**config.mk**
```make
export PLATFORM = sky130hd
export DESIGN_NAME = mem_arbiter
export DESIGN_NICKNAME = d
export VERILOG_FILES = /design/src/rtl/cpu_types_pkg.sv /design/src/rtl/mem_arbiter.sv
export SDC_FILE = /design/constraint.sdc
export NUM_CORES = 1
export LEC_CHECK = 0
export ABC_AREA = 1
export CAP_MARGIN = 20
export CORE_AREA = 10 10 95 97
export DETAILED_ROUTE_END_ITERATION = 8
export DIE_AREA = 0 0 105 107
export PLACE_DENSITY_LB_ADDON = 0.12
export SLEW_MARGIN = 20
export SYNTH_ARGS = -nofsm -noshare
export SYNTH_HDL_FRONTEND = slang
export SYNTH_SLANG_ARGS = --single-unit
```
**constraint.sdc**
```tcl
create_clock -name CLK -period 4.1 [get_ports CLK]
set_clock_uncertainty 0.05 [all_clocks]
set_input_delay 1.23 -clock CLK [delete_from_list [all_inputs] [get_ports CLK]]
set_output_delay 1.23 -clock CLK [all_outputs]
set_load 0.01 [all_outputs]
```
**src/rtl/cpu_types_pkg.sv**
```systemverilog
// Shared CPU-side types: RAM status encoding, bus word and arbiter FSM states.
package cpu_types_pkg;

    localparam int WORD_W = 32;

    typedef logic [WORD_W-1:0] word_t;

    typedef enum logic [1:0] {
        FREE   = 2'd0,
        BUSY   = 2'd1,
        ACCESS = 2'd2,
        ERROR  = 2'd3
    } ramstate_t;

    typedef enum logic [1:0] {
        IDLE  = 2'd0,
        GNT_I = 2'd1,
        GNT_D = 2'd2
    } arb_state_t;

endpackage

```
**src/rtl/mem_arbiter.sv**
```systemverilog
// Single-port RAM arbiter between icache and dcache; dcache has priority
// unless icache has been starved for STARVE_LIMIT consecutive dcache grants.
module mem_arbiter
    import cpu_types_pkg::*;
#(
    parameter int STARVE_LIMIT = 4,
    parameter int ADDR_W       = 32
) (
    input  logic              CLK,
    input  logic              RST,
    // icache side
    input  logic              iREN,
    input  logic [ADDR_W-1:0] iaddr,
    output logic              iwait,
    output logic [ADDR_W-1:0] iload,
    // dcache side
    input  logic              dREN,
    input  logic              dWEN,
    input  logic [ADDR_W-1:0] daddr,
    input  logic [ADDR_W-1:0] dstore,
    output logic              dwait,
    output logic [ADDR_W-1:0] dload,
    // RAM side
    output logic              ramREN,
    output logic              ramWEN,
    output logic [ADDR_W-1:0] ramaddr,
    output logic [ADDR_W-1:0] ramstore,
    input  logic [ADDR_W-1:0] ramload,
    input  logic [1:0]        ramstate
);

    arb_state_t r_state;
    arb_state_t w_next;
    logic [2:0] r_dstreak;
    logic [2:0] w_dstreak_next;

    logic w_dreq;
    logic w_access;
    logic w_in_gi;
    logic w_in_gd;
    logic w_starved;

    assign w_dreq    = dREN | dWEN;
    assign w_access  = (ramstate_t'(ramstate) == ACCESS);
    assign w_starved = (r_dstreak == 3'(STARVE_LIMIT));

    // Reset gates the grant view so the RAM is never driven while RST is high,
    // even in the cycle where a grant is being abandoned.
    assign w_in_gi = (r_state == GNT_I) && !RST;
    assign w_in_gd = (r_state == GNT_D) && !RST;

    always_ff @(posedge CLK) begin
        if (RST) begin
            r_state   <= IDLE;
            r_dstreak <= '0;
        end else begin
            r_state   <= w_next;
            r_dstreak <= w_dstreak_next;
        end
    end

    always_comb begin
        w_next         = r_state;
        w_dstreak_next = r_dstreak;
        case (r_state)
            IDLE: begin
                if (w_dreq && iREN && w_starved) begin
                    w_next         = GNT_I;
                    w_dstreak_next = '0;
                end else if (w_dreq) begin
                    w_next = GNT_D;
                    if (iREN) begin
                        w_dstreak_next = (r_dstreak == 3'b111) ? r_dstreak : r_dstreak + 3'd1;
                    end else begin
                        w_dstreak_next = '0;
                    end
                end else if (iREN) begin
                    w_next         = GNT_I;
                    w_dstreak_next = '0;
                end
            end
            GNT_I: begin
                if (!iREN || w_access) begin
                    w_next = IDLE;
                end
            end
            GNT_D: begin
                if (!w_dreq || w_access) begin
                    w_next = IDLE;
                end
            end
            default: w_next = IDLE;
        endcase
    end

    always_comb begin
        ramREN   = 1'b0;
        ramWEN   = 1'b0;
        ramaddr  = '0;
        ramstore = '0;
        iload    = '0;
        dload    = '0;
        if (w_in_gi) begin
            ramREN  = iREN;
            ramaddr = iaddr;
            if (w_access) begin
                iload = ramload;
            end
        end
        if (w_in_gd) begin
            ramWEN   = dWEN;
            ramREN   = dREN & ~dWEN;
            ramaddr  = daddr;
            ramstore = dstore;
            if (w_access) begin
                dload = ramload;
            end
        end
        iwait = iREN & ~(w_in_gi & w_access);
        dwait = w_dreq & ~(w_in_gd & w_access);
    end

endmodule

```
==> impl_metrics.json <==
{
  "status": "finished clean",
  "grt_max_degree": 34,
  "crit_top_cell": "clkdlybuf4s50_1",
  "die_area_mm2": 0.0112,
  "cts-buffers-inserted": 3,
  "cts_max_level": 1,
  "synth_cell_types": 18,
  "endpoint_kind": "primary output",
  "cts.clk_slew.worst_paths_ps": 30,
  "clock_latency_ps": 230,
  "power_leakage_uw": 0.00294,
  "fin_cells": 711,
  "ant_nets": 0,
  "detail_route.vias_per_cell": 4.34,
  "rows": 31,
  "clkSinkCount": 5,
  "clock-root-buffer": "clkbuf_8",
  "grt_pass1_wl_um": 17000,
  "placed_cell_area_mm2": 0.00446,
  "layout_common_cells": "151 x clkdlybuf4s50_1, 107 x nor2_1, 92 x dlygate4sd2_1",
  "final_nets": 751,
  "grt_overflow_total": 0,
  "finalCritPeriodShare_pct": 97.4,
  "hold_viol_final": 0,
  "fp.dieW_um": 105,
  "seq_area_um2": 100,
  "final_cell_area_mm2": 0.00445,
  "reg2reg_slack_ps": 2590,
  "drc": 0,
  "slew_headroom_pct": 69.4,
  "worst_slew_pin_slew_ps": 458,
  "rr_worst_depth": 8,
  "dpl.hpwl_um": 10100,
  "postLayoutCoreUtil_pct": 62.4,
  "yosys.area.top_type": "nor2_1",
  "portBuffers": 266,
  "synth_area_leaders": "nor2_1 26%, nand3_1 22%, inv_1 18%",
  "rsz0062_at_grt": "false",
  "min_to": "r_dstreak[1]",
  "r2r-end": "r_state[0]",
  "synth_area_mm2": 0.00157,
  "core_area_mm2": 0.00714,
  "area.growth.synth_to_final_pct": 183,
  "worst_ep_required_time_ps": 2820,
  "hold_depth": 2,
  "yosysWarnings": 0,
  "path_buf_inv": 4,
  "drt_pre_antenna_iters": 4,
  "critPathTopFamily": "buffers and inverters",
  "synth_area_per_cell_um2": 4.55,
  "timing.final.crit_period_ps": 3990,
  "crit_arrival_ps": 2710,
  "final_max_slew_viol_count": 0,
  "critPathMaxFanout": 29,
  "start_util_pct": 22.1,
  "routabilityCongestion": 0.798,
  "syn_nets": 484,
  "wire_per_inst_um": 16.2,
  "slowest_stage": "clkdlybuf4s50_1",
  "crit_chain": "clkdlybuf4s50_1 > inv_2 > nand2_4 > buf_6 > nor2_1 > clkdlybuf4s50_1",
  "crit_path_start_kind": "input port",
  "ir_drop_uv": 102,
  "dp.cells": 707,
  "synth_top_area_share_pct": 25.5,
  "p_per_area_mw_per_mm2": 124,
  "cts_tree": "yes",
  "track_usage_pct": 18.8,
  "path_class": "in2out",
  "critPathMaxStageDelay_ps": 550,
  "ys_seq_area_share_pct": 6.36,
  "hp-start": "r_dstreak[1]",
  "cts_buffer_depth": 2,
  "hold_buffers": 0,
  "grt_pass1_vias": 3064,
  "fin_tns_setup_ps": 0,
  "num_antenna_cells": 0,
  "vias": 3087,
  "drive_gt1_share_pct": 4.74,
  "whs_ps": 428,
  "r2r-start": "r_state[1]",
  "min_path_type": "reg2reg",
  "routed_wirelength_um": 11600,
  "layout_commonest_cell": "clkdlybuf4s50_1",
  "drv_cap": 0,
  "nFillCells": 729,
  "fmax_ghz": 0.250,
  "netlist_instances": 346,
  "antenna_found_initial": 0,
  "ys_seq_elements": 5,
  "die_h_um": 107,
  "ios": 267,
  "setup_viol": 0,
  "drt-initial-drc-count": 131,
  "multi_input_area_mm2": 0.00106
}
worst max path at each step:
stage / slack [ps] / depth (start not counted) / end / start
after floorplan: 780 / 5 / ramaddr[14] / RST
after global placement: -80 / 7 / ramaddr[25] / RST
after detailed placement: -110 / 8 / dload[21] / RST
after CTS: 0.2 / 6 / ramstore[22] / RST
after global routing: 20 / 6 / ramaddr[31] / RST
final: 110 / 6 / ramstore[10] / RST
tightest hold or removal path, delay by kind of cell, from the launching register on:
family           cells  cell delay, ps
AO/OA/AOI/OAI        1              50
AND/OR/NAND/NOR      1              60
flip-flops           1             310
through the flow:
| step | total power (uW) | setup slack (ps) |
|---|---|---|
| 2_1_floorplan | 206 | 785 |
| 3_3_place_gp | 481 | -77.8 |
| 3_5_place_dp | 487 | -114 |
| 4_1_cts | 561 | 0.208 |
| 5_1_grt | 596 | 18.8 |
| 6_report | 553 | 106 |
layout make-up:
class,count,area share [%]
inverter,79,6.66
multi-input combinational,240,23.9
tap,99,2.78
sequential,5,2.25
timing repair buffer,284,63.4
clock buffer,4,1.01
what timing repair did:
item,in CTS,in global routing
gates resized for setup,93,24
buffers inserted,0,0
setup endpoints to repair,95,33
power breakdown:
group          total, uW  leakage (uW)  internal, uW  switching [uW]
registers           57.9     0.0000409          53.2            4.64
logic                402       0.00288           223             178
clock network       93.1     0.0000228          66.9            26.2
sequential cells by signal (all words and copies together), names as in the netlist:
signal	count
r_state	2
r_dstreak	3
Yosys cell counts (all sizes together):
master,instances
nand2,46
a21boi,1
inv,79
a21oi,5
o32ai,1
ha,3
nand3,70
nor2,111
buf,15
dfxtp,5
nand4,3
clkbuf,7
kinds of logic after synthesis:
kind of cell	after synthesis	synth area share, %
AND/OR/NAND/NOR	230	62.6
buffers and inverters	101	26.0
AO/OA/AOI/OAI	7	2.62
flip-flops	5	6.36
adder cells (fa/ha/maj)	3	2.38
per-layer routing:
metal / wire length (um) / up-vias / track usage, %
met4: 201 / 0 / 5.59
met3: 1180 / 12 / 7.37
met1: 4330 / 1341 / 19.0
li1: - / 1556 / -
met2: 5840 / 178 / 34.9
met5: 0 / - / 0
No activity file was read; power rests on OpenSTA's default activity.
==> patch (same flow settings) <==
Re-encode `arb_state_t` (3 states) as one-hot, 3 bits wide.
--- a/src/rtl/cpu_types_pkg.sv
+++ b/src/rtl/cpu_types_pkg.sv
@@ -12,10 +12,10 @@
         ERROR  = 2'd3
     } ramstate_t;
 
-    typedef enum logic [1:0] {
-        IDLE  = 2'd0,
-        GNT_I = 2'd1,
-        GNT_D = 2'd2
+    typedef enum logic [2:0] {
+        IDLE  = 3'b001,
+        GNT_I = 3'b010,
+        GNT_D = 3'b100
     } arb_state_t;
 
 endpackage
Behaviour: no difference found for any inputs over 10 cycles, from zero or initial values and one cycle with RST high; not proved beyond that.
==> patch against the original RTL <==
- combinational power down 27%
- utilization fell by 2.1 points
- wire length up 7.8%
- sequential cell count increased by 1
- total power decreased by 17%
- critical endpoint is now ramaddr[5]
- design area down 3.3%
- global-route usage increased by 1.6 points
- synthesized cell count is 1.4% higher
- worst setup slack got worse by 0.0044 ns
- die area is the same
- area after synthesis decreased by 0.16%
==> patch: results (changes against the original RTL) <==
[finish]
layoutNonFillerInstCount = 717  ; +0.84%
num-nets-final = 758  ; +0.93%
fillers = 761  ; +4.4%
drive_above_1_share_pct = 4.21  ; -0.53 points
largestRegisters = r_dstreak: 3 flops, r_state: 3 flops

[yosys]
netlist_top_cells_count = 112 x nor2_1, 108 x inv_1, 50 x nand2_1
syn_avg_cell_area_um2 = 4.48  ; -1.6%
synth_area_leaders = nor2_1 27%, inv_1 26%, nand2_1 12%, o21ai_0 11%, dfxtp_1 7.6%
syn_nets = 489  ; +1.0%
ys_seq_area_share_pct = 7.64  ; +1.3 points
synth_fa_ha_area_share_pct = 2.39  ; +0.0038 points

[setup_path]
reg2reg_from = r_dstreak[0]$_SDFFE_PP0P_
cp_max_fo = 28  ; -3.4%
reg2reg_depth = 6  ; -2
reg2reg_slack_ns = 2.71  ; +0.12 ns
cp.arrival_ns = 2.72  ; about the same

[routing]
routedWlPerCell_um = 17.4  ; +6.9%
vias = 2931  ; -5.1%
drtIter0Drc = 78  ; -40%

[timing]
maxSlewHeadroom_pct = 80.2  ; +11 points
worst_hold_slack_ns = 0.461  ; +0.0334 ns

[place]
dpl.hpwl_um = 11300  ; +11%
dpl_cell_area_mm2 = 0.00440  ; -1.2%
place_congestion = 0.909  ; +14%

[global_routing]
grt_pass1_vias = 2771  ; -9.6%

[power]
p_leak_nw = 2.78  ; -5.5%

[status]
outcome = finished clean

-- patch: cell types whose count changed after synthesis, moves of 5 or more --
cell,unedited run,this run
nand3_1,70,5
o21ai_0,0,34
inv_1,77,108
clkbuf_1,7,0
buf_1,6,0
buf_2,6,12
nand2_1,45,50
nor2_1,107,112
-- patch: logic make-up (layout without fill, tap and decap cells) --
| group | count (synthesis) | in the layout |
|---|---|---|
| adder cells (fa/ha/maj) | 3 | 3 |
| buffers and inverters | 126 | 393 |
| flip-flops | 6 | 6 |
| AO/OA/AOI/OAI | 40 | 40 |
| AND/OR/NAND/NOR | 176 | 176 |
-- patch: layer usage --
layer  track usage (%)  vias to the layer above  share of wire (%)
li1                  -                     1518                  -
met1              20.1                     1259                 36
met2              40.9                      142                 54
met3              6.41                       12                8.1
met4              3.73                        0                1.8
met5                 0                        -                  0
-- patch: worst reg2reg max path, delay by kind of cell, from the launching register on --
kind                     cells  cell delay (ns)
AND/OR/NAND/NOR              2             0.38
buffers and inverters        1             0.06
flip-flops                   1             0.36
adder cells (fa/ha/maj)      1             0.24
AO/OA/AOI/OAI                2             0.23
-- patch: cell type report --
cell class,count,area (um^2),share of cell area (%)
Multi-Input combinational cell,219,941,21.9
Sequential cell,6,120,2.79
Tap cell,99,124,2.88
Clock buffer,3,41.3,0.959
Timing Repair Buffer,279,2660,61.7
Inverter,111,422,9.80
-- patch: how the worst max path moves through the flow --
stage               start          to  slack (ns)  cells after the start
finish                RST  ramaddr[5]        0.10                      7
CTS                   RST       dwait        0.03                      6
floorplan             RST    iload[0]        0.92                      6
global route          RST  ramaddr[7]        0.01                      7
detailed placement    RST  ramaddr[7]       -0.22                      7
global placement      RST  ramaddr[7]       -0.26                      6
-- patch: what timing repair did --
action	in CTS	in global routing
hold buffers	0	0
buffers inserted	1	0
pin swaps	1	0
resized for setup	133	4
setup endpoints to repair	129	4
-- patch: power breakdown --
part | internal, mW | switching [mW] | leakage [nW] | total, mW
sequential | 0.0696 | 0.0103 | 0.0496 | 0.0799
combinational | 0.174 | 0.119 | 2.71 | 0.294
clock | 0.0628 | 0.0222 | 0.0216 | 0.0850
total | 0.307 | 0.152 | 2.78 | 0.458
